`src/rtl/alu_control_if.sv`:
```
// EX-stage bundle between the main decoder and the ALU control / RV32M engine.
// Handshake: in_valid presents an instruction; while stall is high the producer holds every
// input steady; the instruction retires in the first cycle with in_valid high and stall low,
// which for an M-op is also the single cycle in which mdu_valid is high.
interface alu_control_if #(
    parameter int XLEN = 32
);
    logic            in_valid;
    logic            kill;
    logic [1:0]      ctrl_alu_op;
    logic [2:0]      funct3;
    logic            funct7_5;
    logic            funct7_0;
    logic [XLEN-1:0] op_a;
    logic [XLEN-1:0] op_b;
    logic [3:0]      alu_ctrl;
    logic            is_mdu;
    logic            stall;
    logic            mdu_valid;
    logic [XLEN-1:0] mdu_result;

    modport master (
        output in_valid, kill, ctrl_alu_op, funct3, funct7_5, funct7_0, op_a, op_b,
        input  alu_ctrl, is_mdu, stall, mdu_valid, mdu_result
    );

    modport slave (
        input  in_valid, kill, ctrl_alu_op, funct3, funct7_5, funct7_0, op_a, op_b,
        output alu_ctrl, is_mdu, stall, mdu_valid, mdu_result
    );
endinterface

```
`src/rtl/alu_control_m.sv`:
```
// ALU control decoder plus an iterative RV32M multiply/divide engine that stalls EX.
// state_dbg exposes the FSM state: 0 IDLE, 1 MUL, 2 DIV, 3 DONE.
module alu_control_m #(
    parameter int XLEN = 32
) (
    input  logic             clk,
    input  logic             rst,
    alu_control_if.slave     bus,
    output logic [1:0]       state_dbg
);
    localparam int CW = $clog2(XLEN);
    localparam logic [3:0] ALU_ADD = 4'b0000;
    localparam logic [3:0] ALU_SUB = 4'b1000;

    typedef enum logic [1:0] {S_IDLE = 2'd0, S_MUL = 2'd1, S_DIV = 2'd2, S_DONE = 2'd3} state_t;

    state_t            state, state_next;
    logic [CW-1:0]     count;
    logic [2*XLEN-1:0] acc, acc_step, mul_next, div_next, prod_fix;
    logic [XLEN-1:0]   b_reg, a_mag, b_mag, half_sel, half_fix, result_final, mdu_result;
    logic [XLEN:0]     mul_sum, div_sh, div_diff;
    logic [2:0]        f3_reg;
    logic              neg_reg, start_neg, sign_a, sign_b, a_neg, b_neg;
    logic              is_mdu, mdu_valid;
    logic [3:0]        alu_ctrl;

    assign is_mdu         = bus.in_valid & (bus.ctrl_alu_op == 2'b10) & bus.funct7_0;
    assign bus.is_mdu     = is_mdu;
    assign bus.stall      = is_mdu & (state != S_DONE);
    assign bus.alu_ctrl   = alu_ctrl;
    assign bus.mdu_valid  = mdu_valid;
    assign bus.mdu_result = mdu_result;
    assign state_dbg      = state;

    // I-type only honours bit 30 for shifts, so ADDI with imm[10]=1 stays ADD.
    always_comb begin
        alu_ctrl = ALU_ADD;
        if (!is_mdu) begin
            case (bus.ctrl_alu_op)
                2'b00:   alu_ctrl = ALU_ADD;
                2'b01:   alu_ctrl = ALU_SUB;
                2'b10:   alu_ctrl = {bus.funct7_5, bus.funct3};
                default: alu_ctrl = (bus.funct3[1:0] == 2'b01) ? {bus.funct7_5, bus.funct3}
                                                                : {1'b0, bus.funct3};
            endcase
        end
    end

    always_comb begin
        sign_a = (bus.funct3 == 3'b001) | (bus.funct3 == 3'b010) |
                 (bus.funct3 == 3'b100) | (bus.funct3 == 3'b110);
        sign_b = (bus.funct3 == 3'b001) | (bus.funct3 == 3'b100) | (bus.funct3 == 3'b110);
        a_neg  = sign_a & bus.op_a[XLEN-1];
        b_neg  = sign_b & bus.op_b[XLEN-1];
        a_mag  = a_neg ? -bus.op_a : bus.op_a;
        b_mag  = b_neg ? -bus.op_b : bus.op_b;
        case (bus.funct3)
            3'b001:  start_neg = a_neg ^ b_neg;
            3'b010:  start_neg = a_neg;
            3'b100:  start_neg = (a_neg ^ b_neg) & (bus.op_b != '0);
            3'b110:  start_neg = a_neg;
            default: start_neg = 1'b0;
        endcase
    end

    // acc holds {high, low}: product-so-far / multiplier for MUL, remainder / dividend-quotient for DIV.
    always_comb begin
        mul_sum  = {1'b0, acc[2*XLEN-1:XLEN]} + (acc[0] ? {1'b0, b_reg} : '0);
        mul_next = {mul_sum, acc[XLEN-1:1]};
        div_sh   = acc[2*XLEN-1:XLEN-1];
        div_diff = div_sh - {1'b0, b_reg};
        if (!div_diff[XLEN]) div_next = {div_diff[XLEN-1:0], acc[XLEN-2:0], 1'b1};
        else                 div_next = {div_sh[XLEN-1:0], acc[XLEN-2:0], 1'b0};
        acc_step = (state == S_DIV) ? div_next : mul_next;
        prod_fix = neg_reg ? -acc_step : acc_step;
        half_sel = f3_reg[1] ? acc_step[2*XLEN-1:XLEN] : acc_step[XLEN-1:0];
        half_fix = neg_reg ? -half_sel : half_sel;
        if (f3_reg[2])                 result_final = half_fix;
        else if (f3_reg[1:0] == 2'b00) result_final = prod_fix[XLEN-1:0];
        else                           result_final = prod_fix[2*XLEN-1:XLEN];
    end

    always_comb begin
        state_next = state;
        if (bus.kill) begin
            state_next = S_IDLE;
        end else begin
            case (state)
                S_IDLE:       if (is_mdu) state_next = bus.funct3[2] ? S_DIV : S_MUL;
                S_MUL, S_DIV: if (count == '0) state_next = S_DONE;
                default:      state_next = S_IDLE;
            endcase
        end
    end

    always_ff @(posedge clk) begin
        if (rst) begin
            state      <= S_IDLE;
            count      <= '0;
            acc        <= '0;
            b_reg      <= '0;
            f3_reg     <= '0;
            neg_reg    <= 1'b0;
            mdu_valid  <= 1'b0;
            mdu_result <= '0;
        end else begin
            state     <= state_next;
            mdu_valid <= 1'b0;
            if (bus.kill) begin
                count <= '0;
            end else begin
                case (state)
                    S_IDLE: begin
                        if (is_mdu) begin
                            f3_reg  <= bus.funct3;
                            neg_reg <= start_neg;
                            acc     <= {{XLEN{1'b0}}, a_mag};
                            b_reg   <= b_mag;
                            count   <= CW'(XLEN - 1);
                        end
                    end
                    S_MUL, S_DIV: begin
                        acc <= acc_step;
                        if (count == '0) begin
                            mdu_valid  <= 1'b1;
                            mdu_result <= result_final;
                        end else begin
                            count <= count - 1'b1;
                        end
                    end
                    default: ;
                endcase
            end
        end
    end
endmodule

```
`src/flat_wrapper.sv`:
```
// flat-port wrapper written by rule: the top's interface ports become plain ports
module alu_control_m_flat 
#(
    parameter int XLEN = 32
)
  (clk, rst, state_dbg, bus_in_valid, bus_kill, bus_ctrl_alu_op, bus_funct3, bus_funct7_5, bus_funct7_0, bus_op_a, bus_op_b, bus_alu_ctrl, bus_is_mdu, bus_stall, bus_mdu_valid, bus_mdu_result);
  alu_control_if #(.XLEN(XLEN)) bus_i ();
  input  logic clk;
  input  logic rst;
  output logic [1:0] state_dbg;
  input wire logic [$bits(bus_i.in_valid)-1:0] bus_in_valid;
  input wire logic [$bits(bus_i.kill)-1:0] bus_kill;
  input wire logic [$bits(bus_i.ctrl_alu_op)-1:0] bus_ctrl_alu_op;
  input wire logic [$bits(bus_i.funct3)-1:0] bus_funct3;
  input wire logic [$bits(bus_i.funct7_5)-1:0] bus_funct7_5;
  input wire logic [$bits(bus_i.funct7_0)-1:0] bus_funct7_0;
  input wire logic [$bits(bus_i.op_a)-1:0] bus_op_a;
  input wire logic [$bits(bus_i.op_b)-1:0] bus_op_b;
  output wire logic [$bits(bus_i.alu_ctrl)-1:0] bus_alu_ctrl;
  output wire logic [$bits(bus_i.is_mdu)-1:0] bus_is_mdu;
  output wire logic [$bits(bus_i.stall)-1:0] bus_stall;
  output wire logic [$bits(bus_i.mdu_valid)-1:0] bus_mdu_valid;
  output wire logic [$bits(bus_i.mdu_result)-1:0] bus_mdu_result;
  assign bus_i.in_valid = bus_in_valid;
  assign bus_i.kill = bus_kill;
  assign bus_i.ctrl_alu_op = bus_ctrl_alu_op;
  assign bus_i.funct3 = bus_funct3;
  assign bus_i.funct7_5 = bus_funct7_5;
  assign bus_i.funct7_0 = bus_funct7_0;
  assign bus_i.op_a = bus_op_a;
  assign bus_i.op_b = bus_op_b;
  assign bus_alu_ctrl = bus_i.alu_ctrl;
  assign bus_is_mdu = bus_i.is_mdu;
  assign bus_stall = bus_i.stall;
  assign bus_mdu_valid = bus_i.mdu_valid;
  assign bus_mdu_result = bus_i.mdu_result;
  alu_control_m #(.XLEN(XLEN)) u_core (.clk(clk), .rst(rst), .bus(bus_i), .state_dbg(state_dbg));
endmodule
```
`config.mk`:
```
export PLATFORM = sky130hd
export DESIGN_NAME = alu_control_m_flat
export DESIGN_NICKNAME = d
export VERILOG_FILES = /design/src/rtl/alu_control_if.sv /design/src/rtl/alu_control_m.sv /design/src/flat_wrapper.sv
export SDC_FILE = /design/constraint.sdc
export NUM_CORES = 1
export LEC_CHECK = 0
export CAP_MARGIN = 10
export CORE_ASPECT_RATIO = 1.75
export CORE_MARGIN = 1
export CORE_UTILIZATION = 55
export DETAILED_ROUTE_END_ITERATION = 10
export PLACE_DENSITY = 0.78
export RECOVER_POWER = 50
export SLEW_MARGIN = 15
export SYNTH_ARGS = -nofsm -noshare
export SYNTH_HDL_FRONTEND = slang
export SYNTH_SLANG_ARGS = --single-unit
export TNS_END_PERCENT = 50
```
`constraint.sdc`:
```
create_clock -name clk -period 5.1 [get_ports clk]
set_input_delay 1.02 -clock clk [delete_from_list [all_inputs] [get_ports clk]]
set_output_delay 1.02 -clock clk [all_outputs]
set_load 0.005 [all_outputs]
```
Yosys cells after proc, flatten, opt, wreduce, memory -nomap -nowiden
Index checks and enable logic that the tools add are counted.
{"block": "classes", "n_addsub": 7, "bitwise_logic": 14, "n_mux": 24, "eq_ne": 13, "reduce_logical": 15}
{"operator": "$mux W64", "n": 4}
{"operator": "$mux W32", "n": 7}
{"operator": "$pmux W64 S2", "n": 1}
{"operator": "$neg A32 Y32", "n": 3}
{"operator": "$neg A64 Y64", "n": 1}
{"operator": "$add A32 B33 Y33", "n": 1}
{"operator": "$sub A33 B32 Y33", "n": 1}
{"operator": "$reduce_bool A32 Y1", "n": 1}
{"operator": "$pmux W4 S3", "n": 1}
{"operator": "$reduce_and A3 Y1", "n": 4}
{"operator": "$mux W5", "n": 2}
{"operator": "$pmux W5 S2", "n": 1}
{"operator": "$mux W4", "n": 2}
{"operator": "$and A1 B1 Y1", "n": 6}
{"operator": "$eq A2 B1 Y1 const B", "n": 3}
{"operator": "$eq A3 B3 Y1 const B", "n": 2}
{"operator": "$logic_not A2 Y1", "n": 3}
{"operator": "$mux W2", "n": 3}
{"operator": "$reduce_or A2 Y1", "n": 3}
{"operator": "$logic_not A5 Y1", "n": 1}
{"operator": "$or A1 B1 Y1", "n": 5}
{"operator": "$sub A5 B1 Y5 const B", "n": 1}
{"operator": "$eq A2 B2 Y1 const B", "n": 2}
{"operator": "$ne A2 B1 Y1 const B", "n": 2}
{"operator": "11 further kinds", "n": 13}
{"block": "word_totals", "elab_cells": 81, "output_inout_bits": 41, "ff_bits": 140, "input_bits": 75}

Logic depth before layout (Yosys ltp)
{"block": "depth", "ltp_word": 8, "mapped_depth": 26, "depth_no_buf": 23}

Worst setup path after synthesis
Ideal clock, no wire load.
{"block": "synth_timing", "kind": "reg2reg", "start": "register u_core.acc[31]", "end": "register u_core.mdu_result[26] (netlist: u_core.bus.mdu_result[26])", "synth_period_minus_slack_ns": 5.392, "stages_incl_launch_ff": 27, "setup_slack_ns": -0.292, "arrival_ns": 5.314, "path_buffers": 3, "required_ns": 5.022, "setup_time_ns": 0.078, "path_cell_list": "dfxtp_1 > inv_1 > ha_1 > inv_1 > fa_1 > a211oi_1 > o211ai_1 > nand2_1 > a211oi_2 > o211a_1 > buf_6 > buf_6 > nand2_1 > a21boi_0 > ha_1 > o21ai_0 > nor2_1 > nand2_1 > or2_1 > nor4b_1 > nand4_1 > or4_1 > clkbuf_1 > o41ai_2 > xnor2_1 > a21oi_1 > nor3_1"}
{"block": "synth_between", "elab_chain_len": 7, "elab_cells_between_ends": 10, "classes_between": "add/sub (3); mux (7)"}
{"element": "start, declared", "line_no": "alu_control_m.sv:19", "text": "logic [2*XLEN-1:0] acc, acc_step, mul_next, div_next, prod_fix;"}
{"element": "start signal, assigned", "line_no": "alu_control_m.sv:117", "text": "acc <= {{XLEN{1'b0}}, a_mag};"}
{"element": "start signal, assigned", "line_no": "alu_control_m.sv:123", "text": "acc <= acc_step;"}
{"element": "$sub A33 B32 Y33", "line_no": "alu_control_m.sv:71", "text": "div_diff = div_sh - {1'b0, b_reg};"}
{"element": "$mux W64", "line_no": "alu_control_m.sv:72", "text": "if (!div_diff[XLEN]) div_next = {div_diff[XLEN-1:0], acc[XLEN-2:0], 1'b1};"}
{"element": "$mux W64 (*)", "line_no": "alu_control_m.sv:74", "text": "acc_step = (state == S_DIV) ? div_next : mul_next;"}
{"element": "$neg A64 Y64 or $mux W32 (tied branches)", "line_no": "alu_control_m.sv:75, alu_control_m.sv:76"}
{"element": "$mux W64 or $neg A32 Y32 (tied branches)", "line_no": "alu_control_m.sv:75, alu_control_m.sv:77"}
{"element": "$mux W32 (on tied branches)", "line_no": "alu_control_m.sv:79, alu_control_m.sv:77"}
{"element": "$mux W32 (*)", "line_no": "alu_control_m.sv:78", "text": "if (f3_reg[2]) result_final = half_fix;"}
{"element": "end signal, assigned", "line_no": "alu_control_m.sv:126", "text": "mdu_result <= result_final;"}
{"element": "end, declared", "line_no": "alu_control_m.sv:20", "text": "logic [XLEN-1:0] b_reg, a_mag, b_mag, half_sel, half_fix, result_final, mdu_result;"}
Every way passes the cells marked *; elsewhere a longest branch is shown, timed or not.
A chain may end at the register's enable or synchronous reset.

Worst setup path after layout
{"block": "layout_timing", "start": "register u_core.b_reg[13]", "end": "register u_core.mdu_result[17] (netlist: u_core.bus.mdu_result[17])"}
{"block": "layout_between", "elab_chain_len": 7, "elab_cells_between_ends": 12, "classes_between": "add/sub (4); mux (8)"}
{"element": "start, declared", "line_no": "alu_control_m.sv:20"}
{"element": "start signal, assigned", "line_no": "alu_control_m.sv:118", "text": "b_reg <= b_mag;"}
{"element": "$sub A33 B32 Y33 or $mux W32 (tied branches)", "line_no": "alu_control_m.sv:71, alu_control_m.sv:68"}
{"element": "$mux W64 or $add A32 B33 Y33 (tied branches)", "line_no": "alu_control_m.sv:72, alu_control_m.sv:68"}
{"element": "$mux W64 (*)", "line_no": "alu_control_m.sv:74"}
{"element": "$neg A64 Y64 or $mux W32 (tied branches)", "line_no": "alu_control_m.sv:75, alu_control_m.sv:76"}
{"element": "$mux W64 or $neg A32 Y32 (tied branches)", "line_no": "alu_control_m.sv:75, alu_control_m.sv:77"}
{"element": "$mux W32 (on tied branches)", "line_no": "alu_control_m.sv:79, alu_control_m.sv:77"}
{"element": "$mux W32 (*)", "line_no": "alu_control_m.sv:78"}
Marks and branches as above.

==> metrics.csv <==
stage,metric,value,unit
global_routing,antenna_found_initial,1,
placed_design,dp.cells,2949,
logic_synthesis,synth_cells,2321,
die,start_util,56.2,%
logic_synthesis,synth_top_cell_area_share,17.4,%
layout,fin_util,71.1,%
power,p_leak,0.00849,uW
timing,maxSlewHeadroom,-38.2,%
layout,layout.nets,2755,
clock_tree,h-tree-depth,4,
job,max-cap-violations,1,
global_routing,grt_pass1_wl,105,mm
hold_path,hold_path.class,reg2reg,
timing,finalClockSkew,0.0101,ns
logic_synthesis,synthTopCellsByArea,"dfxtp_1 17%, a21oi_1 6.8%, nor2_1 6.6%",
critical_path,worstPathMaxFanout,6,
logic_synthesis,synth-edff-count,0,
timing,finalCriticalPeriod,5.07,ns
logic_synthesis,synth-xor-area-share,7.76,%
logic_synthesis,syn_area,0.0161,sq mm
layout,num_antenna_cells,0,
global_routing,grt_usage,45.2,%
placed_design,port_buffers,115,
logic_synthesis,ys.flop_type,dfxtp_1,
power,total_power,3750,uW
layout,regArea,0.00282,sq mm
timing,tightestPinTransition,2.07,ns
logic_synthesis,synth-adder-area-share,5.91,%
timing,hold_violations,0,
drt,num_vias,19866,
drt,drc_errors,0,
logic_synthesis,yosys.area_share.simple,27.3,%
global_routing,grt_pass1_vias,19278,
logic_synthesis,syn_nets,2471,
drt,routed_via_density,6.63,
clock_tree,cts_tree,done,
clock_tree,cts_buffers,17,
logic_synthesis,yosysMostFrequentCell,nor2_1,
die,die_x,132,microns
die,die_y,229,microns
clock_tree,clkLatencyLatePin,0.46,ns
die,pin_count,116,
critical_path,r2r-end,u_core.bus.mdu_result[17],
critical_path,crit-reg2reg-launch,u_core.b_reg[13],
power,ir_worst_vdd,295,uV
timing,finalMaxSlewViolations,40,
critical_path,critPathArrivalTime,5.38,ns
logic_synthesis,yosysWarnings,0,
layout,largest_reg_flops,64,
drt,wl_per_cell,23.2,microns
layout,drive_above_1_share,17.7,%
clock_tree,cts_buffer_depth,2,
drt,wirelength,69.4,mm
critical_path,cp.required,5.41,ns
timing,finalCritPeriodShare,99.4,%
run_status,violations,"capacitance limit, slew limit",
critical_path,crit_path_start,u_core.b_reg[13],
logic_synthesis,synth_top_cell_by_area,dfxtp_1,
timing,final-setup-viol-count,0,
logic_synthesis,synth.distinct_cells,97,
placed_design,dp_hpwl,53.5,mm
critical_path,reg2regPathDepth,18,
global_routing,grt_max_degree,79,
die,dieArea,0.0301,sq mm
layout,final-instance-count-excl-fill,2996,
logic_synthesis,synth_seq_cells,140,
drt,ant_nets,0,
power,powerDensity,183,mW/mm^2
critical_path,endpoint_kind,flip-flop,
clock_tree,cts_hold_buf,0,
logic_synthesis,synth_top_family_by_area,compound AO/OA/AOI/OAI gates,
logic_synthesis,synth_common_cells,"285 x nor2_1, 227 x nand2_1, 220 x a21oi_1",
logic_synthesis,async_flop_share,0,%
placed_design,gp_congestion,1.07,
critical_path,crit_type,reg2reg,
drt,drt_iter0_drc,1894,
layout,multi_input_area,0.0128,sq mm
clock_tree,cts_root_buf,clkbuf_16,
logic_synthesis,syn_area_per_cell,6.96,sq um
timing,clock.fmax,197,MHz
global_routing,grt_overflow,0,
die,fp.coreArea,0.0287,sq mm
layout,fillers,2441,
drt,firstDrtPassIters,6,
clock_tree,clk_pin_slew,0.07,ns
run_status,outcome,"finished, violations left",
critical_path,start_kind,flip-flop,
critical_path,endpoint,u_core.bus.mdu_result[17],
logic_synthesis,synth_mux_area_share,4.91,%
logic_synthesis,yosysSeqAreaShare,17.4,%
layout,synthToLayoutAreaGrowth,26.5,%
logic_synthesis,synth_compound_area_share,31.2,%
critical_path,reg2reg_slack,0.03,ns
die,rows,82,
clock_tree,cts_sinks,140,
==> metal layers <==
layer	vias to the layer above	GRT usage, %	share of wire [%]	wire (microns)
met5	-	0	0.019	13
met4	2	44.5	11	7650
met3	371	7.36	7.2	5010
met2	1053	77.0	47	32700
met1	9306	46.4	35	24000
li1	9134	-	-	-
==> timing repair <==
action / 4_1_cts / 5_1_grt
endpoints found under the setup margin: 15 / 22
buffers inserted: 1 / 14
gates resized for setup: 7 / 59
pin swaps: 2 / 26
==> stage by stage <==
step / hold WS (ns) / TNS, ns / area (sq um) / setup WS, ns
after CTS: 0.467 / 0 / 20100 / 0.0192
after detailed placement: 0.460 / -0.789 / 19400 / -0.183
after global routing: 0.493 / -0.595 / 20400 / -0.113
after floorplan: 0.440 / -0.0149 / 16200 / -0.0149
after global placement: 0.451 / -0.0619 / 19400 / -0.0492
final: 0.468 / 0 / 20400 / 0.0326
==> report_power, final <==
part | total, uW | internal, uW | switching (uW)
combinational | 1230 | 500 | 730
sequential | 1120 | 1110 | 16.7
clock | 1390 | 825 | 568
total | 3750 | 2430 | 1310
==> worst min-delay path by stage <==
stage	start	end	depth (start not counted)
2_1_floorplan	u_core.b_reg[27]	u_core.b_reg[27]	2
3_3_place_gp	u_core.b_reg[29]	u_core.b_reg[29]	2
3_5_place_dp	u_core.b_reg[29]	u_core.b_reg[29]	2
4_1_cts	u_core.b_reg[29]	u_core.b_reg[29]	2
5_1_grt	u_core.b_reg[29]	u_core.b_reg[29]	2
6_report	u_core.b_reg[29]	u_core.b_reg[29]	2
==> worst max-delay path, cell delays in order (launching register included) <==
cell and delay (ns):
dfxtp_2 0.38, inv_1 0.05, ha_1 0.34, nand2_1 0.12, a32oi_2 0.35, buf_4 0.20, nand4_1 0.21, a211oi_4 0.28
buf_4 0.17, o211ai_1 0.22, buf_4 0.23, or4_1 0.50, o211ai_1 0.20, nand2_1 0.24, or3_1 0.45, o41ai_1 0.39
mux2i_1 0.15, a21oi_1 0.33, a211oi_1 0.08
==> area by class of cell <==
| cell class | instances | area share (%) |
|---|---|---|
| clock buffers | 17 | 2.08 |
| clock inverters | 15 | 1.03 |
| inverters | 71 | 1.30 |
| multi-input cells | 1958 | 62.5 |
| flip-flops and latches | 140 | 13.8 |
| well taps | 378 | 2.32 |
| repair buffers | 417 | 17.0 |
==> kinds of logic after synthesis <==
group / Yosys count
buf+inv: 223
compound gates: 759
simple gates: 904
mux: 77
fa+ha+maj: 75
flops: 140
xor+xnor: 143
==> cell usage in the layout (no fill, tap or decap), types with 17 or more instances in the layout <==
master             n
buf_4            295
nor2_1           281
nand2_1          223
a21oi_1          210
o21ai_0          139
dfxtp_1          129
a211oi_1          87
clkdlybuf4s50_1   78
xnor2_1           73
nand3_1           71
xor2_1            70
inv_1             69
mux2i_1           59
ha_1              59
nor3_1            56
and2_1            43
or3_1             40
dlygate4sd3_1     36
o211ai_1          29
a31oi_1           28
o31ai_1           25
nand4_1           24
a21o_1            23
and3_1            22
nand2b_1          21
nor4_1            21
clkbuf_16         18
mux2_2            17
Note: power is estimated with default switching activity, not from simulation.
